<file path="src/rtl/intr_source_ctrl.sv">
// Interrupt source controller: captures edge-triggered device requests,
// masks them, picks the lowest-index enabled request and presents it to the
// core as a registered intr level. It then walks the claim/complete
// handshake through a small memory-mapped register window.
module intr_source_ctrl #(
   parameter int N_SRC   = 8,
   parameter int GAP_CYC = 3
) (
   input  logic             clk,
   input  logic             reset,
   input  logic [N_SRC-1:0] src,
   output logic             intr,
   input  logic             intr_ack,
   input  logic [3:0]       addr,
   input  logic             we,
   input  logic [31:0]      wdata,
   output logic [31:0]      rdata,
   output logic [4:0]       irq_id
);

   // Counter only ever holds GAP_CYC-1 down to 0.
   localparam int CNT_W = (GAP_CYC > 2) ? $clog2(GAP_CYC) : 1;

   typedef enum logic [1:0] {
      IDLE    = 2'd0,
      ASSERT  = 2'd1,
      SERVICE = 2'd2,
      GAP     = 2'd3
   } state_t;

   state_t           state;
   logic [N_SRC-1:0] pending;
   logic [N_SRC-1:0] enable;
   logic [N_SRC-1:0] src_q;
   logic [4:0]       id;
   logic [CNT_W-1:0] cnt;

   logic [1:0]       sel;
   logic             wr_pending;
   logic             wr_enable;
   logic             wr_complete;
   logic             ack_hit;
   logic             complete_hit;
   logic [N_SRC-1:0] src_rise;
   logic [N_SRC-1:0] ack_mask;
   logic [N_SRC-1:0] w1c_mask;
   logic [N_SRC-1:0] req;
   logic [4:0]       next_id;
   logic             unused_bits;

   // Lowest set index wins; returns index+1, or 0 when nothing requests.
   function automatic logic [4:0] pick_id(input logic [N_SRC-1:0] r);
      pick_id = 5'd0;
      for (int i = N_SRC - 1; i >= 0; i--) begin
         if (r[i]) pick_id = 5'(i + 1);
      end
   endfunction

   assign sel          = addr[3:2];
   assign wr_pending   = we && (sel == 2'd0);
   assign wr_enable    = we && (sel == 2'd1);
   assign wr_complete  = we && (sel == 2'd3);
   assign ack_hit      = (state == ASSERT) && intr_ack;
   assign complete_hit = (state == SERVICE) && wr_complete && (wdata[4:0] == id);
   assign src_rise     = src & ~src_q;
   assign ack_mask     = ack_hit ? (N_SRC'(1) << (id - 5'd1)) : '0;
   assign w1c_mask     = wr_pending ? wdata[N_SRC-1:0] : '0;
   assign req          = pending & enable;
   assign next_id      = pick_id(req);
   assign unused_bits  = ^{addr[1:0], wdata};

   // The claimed id is only visible while the request is outstanding.
   assign irq_id = ((state == ASSERT) || (state == SERVICE)) ? id : 5'd0;

   // Register read mux; unimplemented bits and COMPLETE read as zero.
   always_comb begin
      rdata = 32'd0;
      case (sel)
         2'd0:    rdata = 32'(pending);
         2'd1:    rdata = 32'(enable);
         2'd2:    rdata = {27'd0, irq_id};
         default: rdata = 32'd0;
      endcase
   end

   // Edge capture, pending/enable registers; a new edge beats any clear.
   always_ff @(posedge clk) begin
      if (reset) begin
         pending <= '0;
         enable  <= '0;
         src_q   <= '0;
      end else begin
         src_q   <= src;
         pending <= (pending & ~(w1c_mask | ack_mask)) | src_rise;
         if (wr_enable) enable <= wdata[N_SRC-1:0];
      end
   end

   // Request/ack/complete handshake with a guaranteed low gap on intr.
   always_ff @(posedge clk) begin
      if (reset) begin
         state <= IDLE;
         intr  <= 1'b0;
         id    <= 5'd0;
         cnt   <= '0;
      end else begin
         case (state)
            IDLE: begin
               if (|req) begin
                  id    <= next_id;
                  intr  <= 1'b1;
                  state <= ASSERT;
               end
            end
            ASSERT: begin
               if (intr_ack) begin
                  intr  <= 1'b0;
                  state <= SERVICE;
               end
            end
            SERVICE: begin
               if (complete_hit) begin
                  cnt   <= CNT_W'(GAP_CYC - 1);
                  state <= GAP;
               end
            end
            GAP: begin
               if (cnt == '0) begin
                  id    <= 5'd0;
                  state <= IDLE;
               end else begin
                  cnt <= cnt - 1'b1;
               end
            end
            default: begin
               intr  <= 1'b0;
               state <= IDLE;
            end
         endcase
      end
   end

endmodule

</file>
<file path="config.mk">
export PLATFORM = sky130hd
export DESIGN_NAME = intr_source_ctrl
export DESIGN_NICKNAME = d
export VERILOG_FILES = /design/src/rtl/intr_source_ctrl.sv
export SDC_FILE = /design/constraint.sdc
export NUM_CORES = 1
export LEC_CHECK = 0
export ABC_AREA = 1
export BUFFER_PORTS_ARGS = -buffer_cell sky130_fd_sc_hd__buf_2
export CORE_MARGIN = 4
export CORE_UTILIZATION = 49
export CTS_CLUSTER_SIZE = 20
export DETAILED_ROUTE_END_ITERATION = 10
export GPL_TIMING_DRIVEN = 0
export PLACE_DENSITY_LB_ADDON = 0.2
export SLEW_MARGIN = 20
export SYNTH_ARGS = -nofsm -noshare
export SYNTH_HDL_FRONTEND = slang
export SYNTH_SLANG_ARGS = --single-unit
</file>
<file path="constraint.sdc">
create_clock -name clk -period 2.9 [get_ports clk]
set_input_delay 0.145 -clock clk [delete_from_list [all_inputs] [get_ports clk]]
set_output_delay 0.145 -clock clk [all_outputs]
set_load 0.05 [all_outputs]
</file>
==> impl_metrics.env <==
export IMPL_status="completed"
export IMPL_post_cts_resized=0
export IMPL_grtUsageTotal_pct=18.41
export IMPL_post_route_drc_count=0
export IMPL_async_reset_ff_share_pct=0
export IMPL_start_util_pct=50.64
export IMPL_gr_total_overflow=0
export IMPL_rrSetupSlack_ns=1.25
export IMPL_wire_per_inst_um=11.43
export IMPL_setup_tns_final_ns=0
export IMPL_die_h_um=72.30
export IMPL_worstSetupStartpoint="state[0]"
export IMPL_crit_fanout=5
export IMPL_slew_violations=0
export IMPL_fp_row_count=23
export IMPL_drive_gt1_share_pct=22.87
export IMPL_synth_top_family_by_area="simple AND/OR/NAND/NOR gates"
export IMPL_yosysMostFrequentCell="nand2_1"
export IMPL_maxCapViolations=0
export IMPL_hold_path_class="in -> reg"
export IMPL_finClkSkew_ns=0.01606
export IMPL_r2r_end="pending[5]"
export IMPL_crit_top_cell="inv_1"
export IMPL_grt_pass1_vias=1631
export IMPL_drtIter0Drc=123
export IMPL_rsz0062_at_grt="false"
export IMPL_fmax_ghz=0.5213
export IMPL_clock_path_buffers=2
export IMPL_first_pass_iters=5
export IMPL_syn_inst=297
export IMPL_synth_compound_area_share_pct=13.59
export IMPL_wirelength_um=4720
export IMPL_gp_congestion=0.9112
export IMPL_ctsRootBufferMaster="clkbuf_8"
export IMPL_fillers=386
export IMPL_syn_to_final_growth_pct=21.87
export IMPL_reg2reg_from="id[0]"
export IMPL_synth_area_leader_cell="dfxtp_1"
export IMPL_slew_headroom_pct=62.03
export IMPL_syn_avg_cell_area_um2=6.821
export IMPL_finalCritPeriodShare_pct=66.15
export IMPL_cts_buffers=5
export IMPL_critPathCaptureType="output pin"
export IMPL_setup_violations=0
export IMPL_rr_worst_depth=7
export IMPL_viasPerCell=4.668
export IMPL_synth_fa_ha_area_share_pct=5.559
export IMPL_n_antenna_cell=0
export IMPL_worst_setup_path_type="reg -> out"
export IMPL_synthMuxAreaShare_pct=0
export IMPL_required_ns=2.76
export IMPL_grt_max_degree=12
export IMPL_htreeDepth=2
export IMPL_cts_sinks=33
export IMPL_yosys_area_top_type_share_pct=32.61
export IMPL_synthTopCellsByCount="nand2_1 (77), inv_1 (44), dfxtp_1 (33), buf_4 (25), o21ai_0 (17)"
export IMPL_grt_pass1_wl_um=7431
export IMPL_leakagePower_uw=0.001331
export IMPL_whs_ns=0.05699
export IMPL_cp_slowest_cell="ha_1"
export IMPL_place_hpwl_um=3797
export IMPL_synth_edf_count=0
export IMPL_synth_xor_area_share_pct=1.235
export IMPL_synthSimpleGateAreaFrac_pct=27.67
export IMPL_clkSlewWorstSetupHoldPaths_ns=0.08
export IMPL_syn_area_mm2=0.002026
export IMPL_final_antenna_net_count=0
export IMPL_cp_arrival_ns=1.77
export IMPL_yosysWarnings=0
export IMPL_worstSetupStartpointType="register"
export IMPL_die_area_mm2=0.005227
export IMPL_postCtsSetupBuffers=0
export IMPL_worst_pin_slew_ns=0.5675
export IMPL_cp_endpoint="rdata[2]"
export IMPL_p_per_area_mw_per_mm2=782.3
export IMPL_cp_cell_sequence="inv_1 > ha_1 > nand2_1 > inv_1 > a22oi_1 > o21ai_0 > buf_2"
export IMPL_yosysUniqueCellTypes=31
export IMPL_clock_latency_ns=0.30
export IMPL_max_stage_delay_ns=0.38
export IMPL_holdBufCountCts=0
export IMPL_layout_nets=419
export IMPL_cts_tree="yes"
export IMPL_num_io_pins=86
export IMPL_yosys_most_used_dff="dfxtp_1"
export IMPL_period_minus_slack_ns=1.918
export IMPL_ys_seq_area_share_pct=32.61
export IMPL_synthTopCellsByArea="dfxtp_1 (33%), nand2_1 (14%), buf_4 (9.3%)"
export IMPL_hold_violations=0
export IMPL_vias=1928
export IMPL_die_w_um=72.30
export IMPL_coreArea_mm2=0.004000
export IMPL_irDropWorstVdd_v=0.0004726
export IMPL_ys_seq_elements=33
export IMPL_antenna_found_initial=0
export IMPL_numPortBuffers=34
==> metrics by stage <==
step           total power (µW)  instance area [µm²]  setup WS, ns  util, %  std cells
6_report                   1931                 2469        0.9816    61.71        413
5_1_grt                    2068                 2469        0.8627    61.71        413
4_1_cts                    1936                 2469        0.9687    61.71        413
3_5_place_dp               1478                 2349         1.297    58.71        405
3_3_place_gp               1467                 2349         1.299    58.71        405
2_1_floorplan              1310                 2116        0.9850        -        321
==> layout by cell type, fill, tap and decap left out, types with 6 or more instances in the layout <==
| cell | netlist | routed |
|---|---|---|
| conb_1 | 1 | 25 |
| o22ai_1 | 6 | 6 |
| nand2_1 | 77 | 77 |
| nand3_1 | 15 | 15 |
| buf_4 | 25 | 25 |
| o21ai_0 | 17 | 17 |
| ha_1 | 9 | 9 |
| nor2_1 | 14 | 14 |
| inv_1 | 44 | 44 |
| nor3_1 | 10 | 10 |
| dfxtp_1 | 33 | 33 |
| a21oi_1 | 15 | 15 |
| buf_2 | 1 | 35 |
| clkbuf_8 | 0 | 6 |
==> critical path, delay by kind of cell (launching register included) <==
kind | cells | cell delay (ns)
buf+inv | 3 | 0.47
flops | 1 | 0.37
simple gates | 1 | 0.07
compound gates | 2 | 0.19
fa+ha+maj | 1 | 0.38
==> kinds of logic after synthesis <==
kind of cell | Yosys count
flip-flops | 33
AND/OR/NAND/NOR | 129
buffers and inverters | 76
adder cells (fa/ha/maj) | 9
AO/OA/AOI/OAI | 47
other | 1
XOR/XNOR | 2
==> layer usage <==
metal  wire length, µm  GRT usage (%)
met1              2130          23.76
met5                 0              0
met2              2180          29.83
met4                70          6.681
met3               338          4.432
==> layout make-up <==
type                       count  area [µm²]  area share [%]
buffer                        29       211.5           8.566
clock buffer                   6       82.58           3.345
clock inverter                 2       37.54           1.521
inverter                      47       176.4           7.146
multi-input combinational    212        1067           43.23
sequential                    33       660.6           26.76
tap                           50       62.56           2.534
timing repair buffer          34       170.2           6.893
==> sequential cells by signal, indices dropped and copies added, names as in the netlist <==
register,flops
cnt,2
enable,8
id,4
intr,1
pending,8
src_q,8
state,2
==> where the power goes <==
group	leakage, µW	switching, µW	internal (µW)	total, µW
Combinational	0.00100	599	286	885
Sequential	0.000273	63.9	526	590
Clock	0.0000574	177	279	456
==> worst min-delay path by stage <==
stage | slack (ns) | start | depth (start not counted) | end
floorplan | 0.21 | reset | 1 | cnt[1]
global placement | 0.35 | src[3] | 3 | src_q[3]
detailed placement | 0.35 | src[3] | 3 | src_q[3]
CTS | 0.05 | src[3] | 3 | src_q[3]
global route | 0.06 | src[4] | 3 | src_q[4]
finish | 0.06 | src[1] | 3 | src_q[1]
(Power assumes the default switching activity.)
